**config.mk**
```make
export PLATFORM = sky130hd
export DESIGN_NAME = mul_div_unit
export DESIGN_NICKNAME = d
export VERILOG_FILES = /design/src/rtl/mul_div_unit_pkg.sv /design/src/rtl/mdu_div_core.sv /design/src/rtl/mul_div_unit.sv
export SDC_FILE = /design/constraint.sdc
export NUM_CORES = 1
export LEC_CHECK = 0
export ABC_AREA = 0
export BUFFER_PORTS_ARGS = -buffer_cell sky130_fd_sc_hd__buf_2
export CORE_MARGIN = 5
export CORE_UTILIZATION = 40
export DETAILED_ROUTE_END_ITERATION = 10
export GPL_ROUTABILITY_DRIVEN = 1
export SLEW_MARGIN = 20
export SYNTH_ARGS = -nofsm -noshare
export SYNTH_HDL_FRONTEND = slang
export SYNTH_SLANG_ARGS = --single-unit
```
**constraint.sdc**
```tcl
create_clock -name clk -period 3.7 [get_ports clk]
set_clock_uncertainty 0.05 [all_clocks]
set_input_delay 0.74 -clock clk [delete_from_list [all_inputs] [get_ports clk]]
set_output_delay 0.74 -clock clk [all_outputs]
set_load 0.005 [all_outputs]
```
**src/rtl/mul_div_unit_pkg.sv**
```systemverilog
// Shared ALU-op codes and MDU state/iteration constants.
// Imported by the decoder-facing MDU and its divider core.
package mul_div_unit_pkg;

  localparam int ALUOP_W = 4;

  typedef enum logic [ALUOP_W-1:0] {
    ALUOP_ADD    = 4'd0,
    ALUOP_SUB    = 4'd1,
    ALUOP_AND    = 4'd2,
    ALUOP_OR     = 4'd3,
    ALUOP_XOR    = 4'd4,
    ALUOP_NOR    = 4'd5,
    ALUOP_SLT    = 4'd6,
    ALUOP_SLTU   = 4'd7,
    ALUOP_SLL    = 4'd8,
    ALUOP_SRL    = 4'd9,
    ALUOP_SRA    = 4'd10,
    ALUOP_LUI    = 4'd11,
    ALUOP_TIMES  = 4'd12,
    ALUOP_TIMESU = 4'd13,
    ALUOP_DIV    = 4'd14,
    ALUOP_DIVU   = 4'd15
  } ALUOP_T;

  typedef enum logic [1:0] {
    MDU_ST_IDLE = 2'd0,
    MDU_ST_MUL  = 2'd1,
    MDU_ST_DIV  = 2'd2,
    MDU_ST_FIX  = 2'd3
  } mdu_state_t;

  localparam int MDU_CNT_W = 6;
  localparam int MDU_ITERS = 32;

endpackage

```
**src/rtl/mdu_div_core.sv**
```systemverilog
// Unsigned restoring divider: one quotient bit per step, result after WIDTH steps.
// No flow control; the owner sequences load/step and holds results until the next load.
module mdu_div_core #(
  parameter int WIDTH = 32
) (
  input  logic             clk,
  input  logic             rst,
  input  logic             load,
  input  logic             step,
  input  logic [WIDTH-1:0] dividend,
  input  logic [WIDTH-1:0] divisor,
  output logic [WIDTH-1:0] quotient,
  output logic [WIDTH-1:0] remainder
);

  logic [WIDTH-1:0] dsr;
  logic [WIDTH:0]   trial;

  // Top bit of the trial difference is the borrow: set means the divisor did not fit.
  assign trial = {remainder, quotient[WIDTH-1]} - {1'b0, dsr};

  always_ff @(posedge clk) begin
    if (rst) begin
      quotient  <= '0;
      remainder <= '0;
      dsr       <= '0;
    end else if (load) begin
      quotient  <= dividend;
      remainder <= '0;
      dsr       <= divisor;
    end else if (step) begin
      if (!trial[WIDTH]) begin
        remainder <= trial[WIDTH-1:0];
        quotient  <= {quotient[WIDTH-2:0], 1'b1};
      end else begin
        remainder <= {remainder[WIDTH-2:0], quotient[WIDTH-1]};
        quotient  <= {quotient[WIDTH-2:0], 1'b0};
      end
    end
  end

endmodule

```
**src/rtl/mul_div_unit.sv**
```systemverilog
// Iterative MULT/MULTU/DIV/DIVU with HI/LO; result 33 cycles after start, busy stalls issue meanwhile.
// MDU_FAST_MULT_EN selects a single-cycle multiplier (multiplies never raise busy); divides unchanged.
module mul_div_unit
  import mul_div_unit_pkg::*;
#(
  parameter int WIDTH = 32
) (
  input  logic             clk,
  input  logic             rst,
  input  logic             start,
  input  ALUOP_T           op,
  input  logic [WIDTH-1:0] a,
  input  logic [WIDTH-1:0] b,
  input  logic             writeHi,
  input  logic             writeLo,
  input  logic [WIDTH-1:0] wdata,
  output logic             busy,
  output logic             done,
  output logic [WIDTH-1:0] hi,
  output logic [WIDTH-1:0] lo
);

  localparam logic [MDU_CNT_W-1:0] LAST = MDU_CNT_W'(WIDTH - 1);

  mdu_state_t           state;
  logic [MDU_CNT_W-1:0] cnt;
  logic [2*WIDTH-1:0]   prod;
  logic [WIDTH-1:0]     mcand, rawA, quo, rem;
  logic                 negRes, remNeg, divZero, opIsDiv, fastPend;

  logic             isMul, isDiv, isSigned, aNeg, bNeg, accept;
  logic [WIDTH-1:0] aMag, bMag;
  logic [WIDTH:0]   addHi;

  assign isMul    = (op == ALUOP_TIMES) || (op == ALUOP_TIMESU);
  assign isDiv    = (op == ALUOP_DIV) || (op == ALUOP_DIVU);
  assign isSigned = (op == ALUOP_TIMES) || (op == ALUOP_DIV);
  assign aNeg     = isSigned & a[WIDTH-1];
  assign bNeg     = isSigned & b[WIDTH-1];
  assign aMag     = aNeg ? -a : a;
  assign bMag     = bNeg ? -b : b;
  assign accept   = start && (isMul || isDiv) && (state == MDU_ST_IDLE) && !fastPend;
  assign busy     = (state != MDU_ST_IDLE);

  // Multiplier sits in the low half of prod and shifts out as the product shifts in.
  assign addHi = {1'b0, prod[2*WIDTH-1:WIDTH]} + {1'b0, mcand};

  mdu_div_core #(.WIDTH(WIDTH)) divCore (
    .clk      (clk),
    .rst      (rst),
    .load     (accept && isDiv),
    .step     (state == MDU_ST_DIV),
    .dividend (aMag),
    .divisor  (bMag),
    .quotient (quo),
    .remainder(rem)
  );

  always_ff @(posedge clk) begin
    if (rst) begin
      state    <= MDU_ST_IDLE;
      cnt      <= '0;
      done     <= 1'b0;
      hi       <= '0;
      lo       <= '0;
      prod     <= '0;
      mcand    <= '0;
      rawA     <= '0;
      negRes   <= 1'b0;
      remNeg   <= 1'b0;
      divZero  <= 1'b0;
      opIsDiv  <= 1'b0;
      fastPend <= 1'b0;
    end else begin
      done <= 1'b0;
      case (state)
        MDU_ST_IDLE: begin
          if (fastPend) begin
            {hi, lo} <= negRes ? -prod : prod;
            done     <= 1'b1;
            fastPend <= 1'b0;
          end else if (accept) begin
            mcand   <= aMag;
            rawA    <= a;
            negRes  <= aNeg ^ bNeg;
            remNeg  <= aNeg;
            divZero <= (b == '0);
            opIsDiv <= isDiv;
            cnt     <= '0;
            prod    <= {{WIDTH{1'b0}}, bMag};
            if (isDiv) begin
              state <= MDU_ST_DIV;
            end else begin
`ifdef MDU_FAST_MULT_EN
              prod     <= aMag * bMag;
              fastPend <= 1'b1;
`else
              state    <= MDU_ST_MUL;
`endif
            end
          end else begin
            if (writeHi) hi <= wdata;
            if (writeLo) lo <= wdata;
          end
        end
        MDU_ST_MUL: begin
          prod <= prod[0] ? {addHi, prod[WIDTH-1:1]} : {1'b0, prod[2*WIDTH-1:1]};
          cnt  <= cnt + 1'b1;
          if (cnt == LAST) state <= MDU_ST_FIX;
        end
        MDU_ST_DIV: begin
          cnt <= cnt + 1'b1;
          if (cnt == LAST) state <= MDU_ST_FIX;
        end
        MDU_ST_FIX: begin
          if (opIsDiv) begin
            if (divZero) begin
              lo <= '1;
              hi <= rawA;
            end else begin
              lo <= negRes ? -quo : quo;
              hi <= remNeg ? -rem : rem;
            end
          end else begin
            {hi, lo} <= negRes ? -prod : prod;
          end
          done  <= 1'b1;
          state <= MDU_ST_IDLE;
        end
        default: state <= MDU_ST_IDLE;
      endcase
    end
  end

endmodule

```
==> summary.txt <==
Clocking
  • Setup bufs post-CTS: 0
  • CTS Hold Bufs: 0
  • Clock latency at the later pin of the worst-skew pair: 0.58 ns
  • Sinks on Clock Net: 300
  • CTS tree: built
  • CTS clk-pin slew, worst paths: 0.06 ns
  • H-tree Lvls: 2
  • Root Driver: clkbuf_16
  • Clock Path Buffers: 3
  • TritonCTS buffer count: 38

Min path
  • Hold path depth: 3
  • Worst Min Path Start: a[15]
  • Hold Crit Class: input pin to flop

Floorplan
  • FP Rows: 82
  • Die area: between 50000 and 60000 sq um
  • Die width: about 230 microns
  • Die Ht: about 230 microns
  • Core area: approximately 50000 sq um
  • Initial Utilization: ~40%
  • Io pins: 171

Pwr
  • PD cells: roughly 760 nW/um^2
  • Worst VDD drop: 709.8 uV
  • Tot Pwr: 0.01774 W
  • Pleak: about 9 nW

Worst setup path
  • Reg2reg setup slack: between 0.1 and 0.15 ns
  • Cell at the slowest stage of the critical path: or4_1
  • Worst Setup Path Type: flop to flop
  • Largest stage delay, worst path: between 0.7 and 0.8 ns
  • Start point of the critical path: prod[25]$_SDFFE_PP0P_
  • Crit-path cells: or4_1 -> nor2_1 -> nand2_1 -> or3_1 -> o31ai_4 -> xor2_1 -> nor2_1 -> a2111oi_2 -> nor3_1
  • Worst path required time: 4.10 ns
  • Crit path launch type: flop
  • Crit path top cell by count: nor2_1
  • Reg2Reg Depth: 9
  • CP Data Arrival Time: just under 4 ns
  • FF-to-FF Start: prod[25]$_SDFFE_PP0P_
  • CP max FO: 10
  • Setup crit end kind: flop

Synthesis
  • Most numerous cell in the Yosys netlist: dfxtp_1
  • Post-synth top area share: 29.82%
  • Register area share after synthesis: between 20 and 30%
  • Top_reg_cell synth: dfxtp_1
  • Share of flip-flops with an asynchronous set or reset: 0%
  • Post-synthesis register bit count: 300
  • Net Count, Synth: 2828
  • Avg Inst Size Synth: between 7 and 8 sq um
  • Post-synth EDFFs: 0
  • Ys Warns: 0
  • Distinct cell type count after synthesis: 80
  • Top area cells in the synthesized netlist: dfxtp_1, xnor2_1, a21oi_1
  • Area leader, netlist: dfxtp_1
  • Mapped cell area: roughly 20000 sq um
  • Mapped Cells: 2646
  • Top cells by count, synth: dfxtp_1, nor2_1, nand2_1, a21oi_1, o21ai_0

GRT
  • First-pass GRT wire length: 126.1 mm
  • Antenna violations before repair: 3
  • Vias in the first global route: 19613
  • Tot GR Track Use: a little under a third
  • Congestion Overflow GR: 0
  • Pin count of the biggest net entering global routing: 90

Timing
  • Setup violators final: 0
  • Worst hold margin: between 0.3 and 0.4 ns
  • Period utilization: a little under 100%
  • Final Max Slew Viols: 0
  • Unrepaired setup endpoints after global routing: no
  • Slew headroom: 25.98%
  • Max Clk Rate: around 0.28 GHz
  • Worst-Margin Slew: ~1.1 ns
  • Final Hold Viols: 0
  • Min Tclk post-route: 3.553 ns
  • Setup tns final: 0 ns

Finish
  • Storage element area: 6008 sq um
  • ANT cells: 0
  • Fillers: 5050
  • Syn-to-layout area delta: 16.17%
  • Fin nets: between 2000 and 3000
  • Layout cells sized above 1: between 10% and 20%
  • Multi-input gate area: around 13000 sq um

Detailed routing
  • Routed length per instance: approximately 25 microns
  • DRT antenna net count: 0
  • Drt total wl: 86.97 mm
  • # DRC: 0
  • Vias per cell: roughly 6.1
  • First-pass detailed-route iteration total: 6
  • Via Count: roughly 21000
  • Iter 0 DRT Violations: 2605

Place
  • DP Wirelength: between 60 and 70 mm
  • PortBufs: 170
  • Final Wtd Congestion: 1.010

Flow run
  • Number of max-cap violations: 0

Status
  • Outcome: finished, final reports clean
==> path summary, 6_finish.rpt <==
| check | to |
|---|---|
| setup / recovery | hi[27]$_SDFFE_PP0P_ |
| hold reg to reg | divCore.dsr[31]$_SDFFE_PP0P_ |
| hold / removal | rawA[15]$_SDFFE_PP0P_ |
| setup reg to reg | hi[27]$_SDFFE_PP0P_ |
==> state kept, by name, summed over array words and instances, names as in the netlist, 31 cells and up <==
register,cells
mcand,32
divCore.quotient,32
divCore.dsr,32
hi,32
prod,64
lo,32
divCore.remainder,32
rawA,31
==> kinds of logic (layout without fill, tap and decap cells) <==
group / Yosys count / in the layout / share of synthesized area, %
AOI/OAI and AO/OA: 834 / 834 / 27.24
xor gates and xnor gates: 225 / 225 / 9.786
adders and majority gates: 77 / 77 / 4.859
buffers and inverters: 250 / 421 / 4.722
DFF: 300 / 300 / 29.82
muxes: 62 / 62 / 3.107
and+or+nand+nor: 898 / 898 / 20.46
==> cell type report <==
| type | instances | area share [%] |
|---|---|---|
| sequential | 300 | 25.68 |
| clock buffer | 51 | 4.659 |
| timing repair buffer | 276 | 7.397 |
| multi-input combinational | 2096 | 56.60 |
| tap | 672 | 3.594 |
| clock inverter | 18 | 0.8451 |
| inverter | 76 | 1.219 |
==> placed cells by master, fill, tap and decap left out, drive strengths merged, types with 8 or more instances in the layout <==
master / count
a22oi: 14
and3: 16
a311oi: 38
dfxtp: 300
or2: 8
a222oi: 10
inv: 78
o21a: 14
a31oi: 25
o221ai: 28
or3: 22
or4: 26
nor4: 18
a21o: 28
xor2: 83
nor2: 296
mux2i: 58
a211oi: 115
o22ai: 25
ha: 75
o41ai: 24
a21oi: 225
nand3: 44
nand2: 283
o21ai: 163
clkbuf: 52
o21bai: 12
o31ai: 45
nand4: 19
buf: 275
xnor2: 142
and2: 12
nor3: 66
nand2b: 48
o211ai: 17
clkinv: 9
nor2b: 23
==> where the power goes <==
part	leakage (nW)	internal, W	switching [W]
Clock	0.629	0.00229	0.00160
Sequential	2.45	0.00375	0.000659
Combinational	5.95	0.00349	0.00595
Total	9.03	0.00953	0.00821
==> stage by stage <==
stage	cells	instance area [sq um]	setup WS [ns]	util (%)
finish	3489	23390	0.1469	46.82
global route	3489	23390	0.01850	46.82
CTS	3489	23380	0.1860	46.79
detailed placement	3420	22090	-0.06393	44.21
global placement	3420	22090	0.03362	44.21
floorplan	2646	20140	0.6192	-
==> worst max-delay path, delay by kind of cell, from the launching register on <==
family	cells	cell delay [ns]
compound gates	2	0.62
xor+xnor	1	0.17
simple gates	6	2.08
flops	1	0.48
==> layer usage <==
metal / GRT usage [%] / vias to the layer above / routed length (microns)
li1: - / 9905 / -
met1: 41.51 / 10193 / 36260
met2: 46.94 / 1103 / 37870
met3: 5.545 / 194 / 8536
met4: 13.41 / 0 / 4304
met5: 0 / - / 0
==> timing repair <==
item,CTS,global route
endpoints found under the setup margin,0,5
resized for setup,0,2
hold endpoints to repair,0,0
Power figures use the tool's default switching activity.
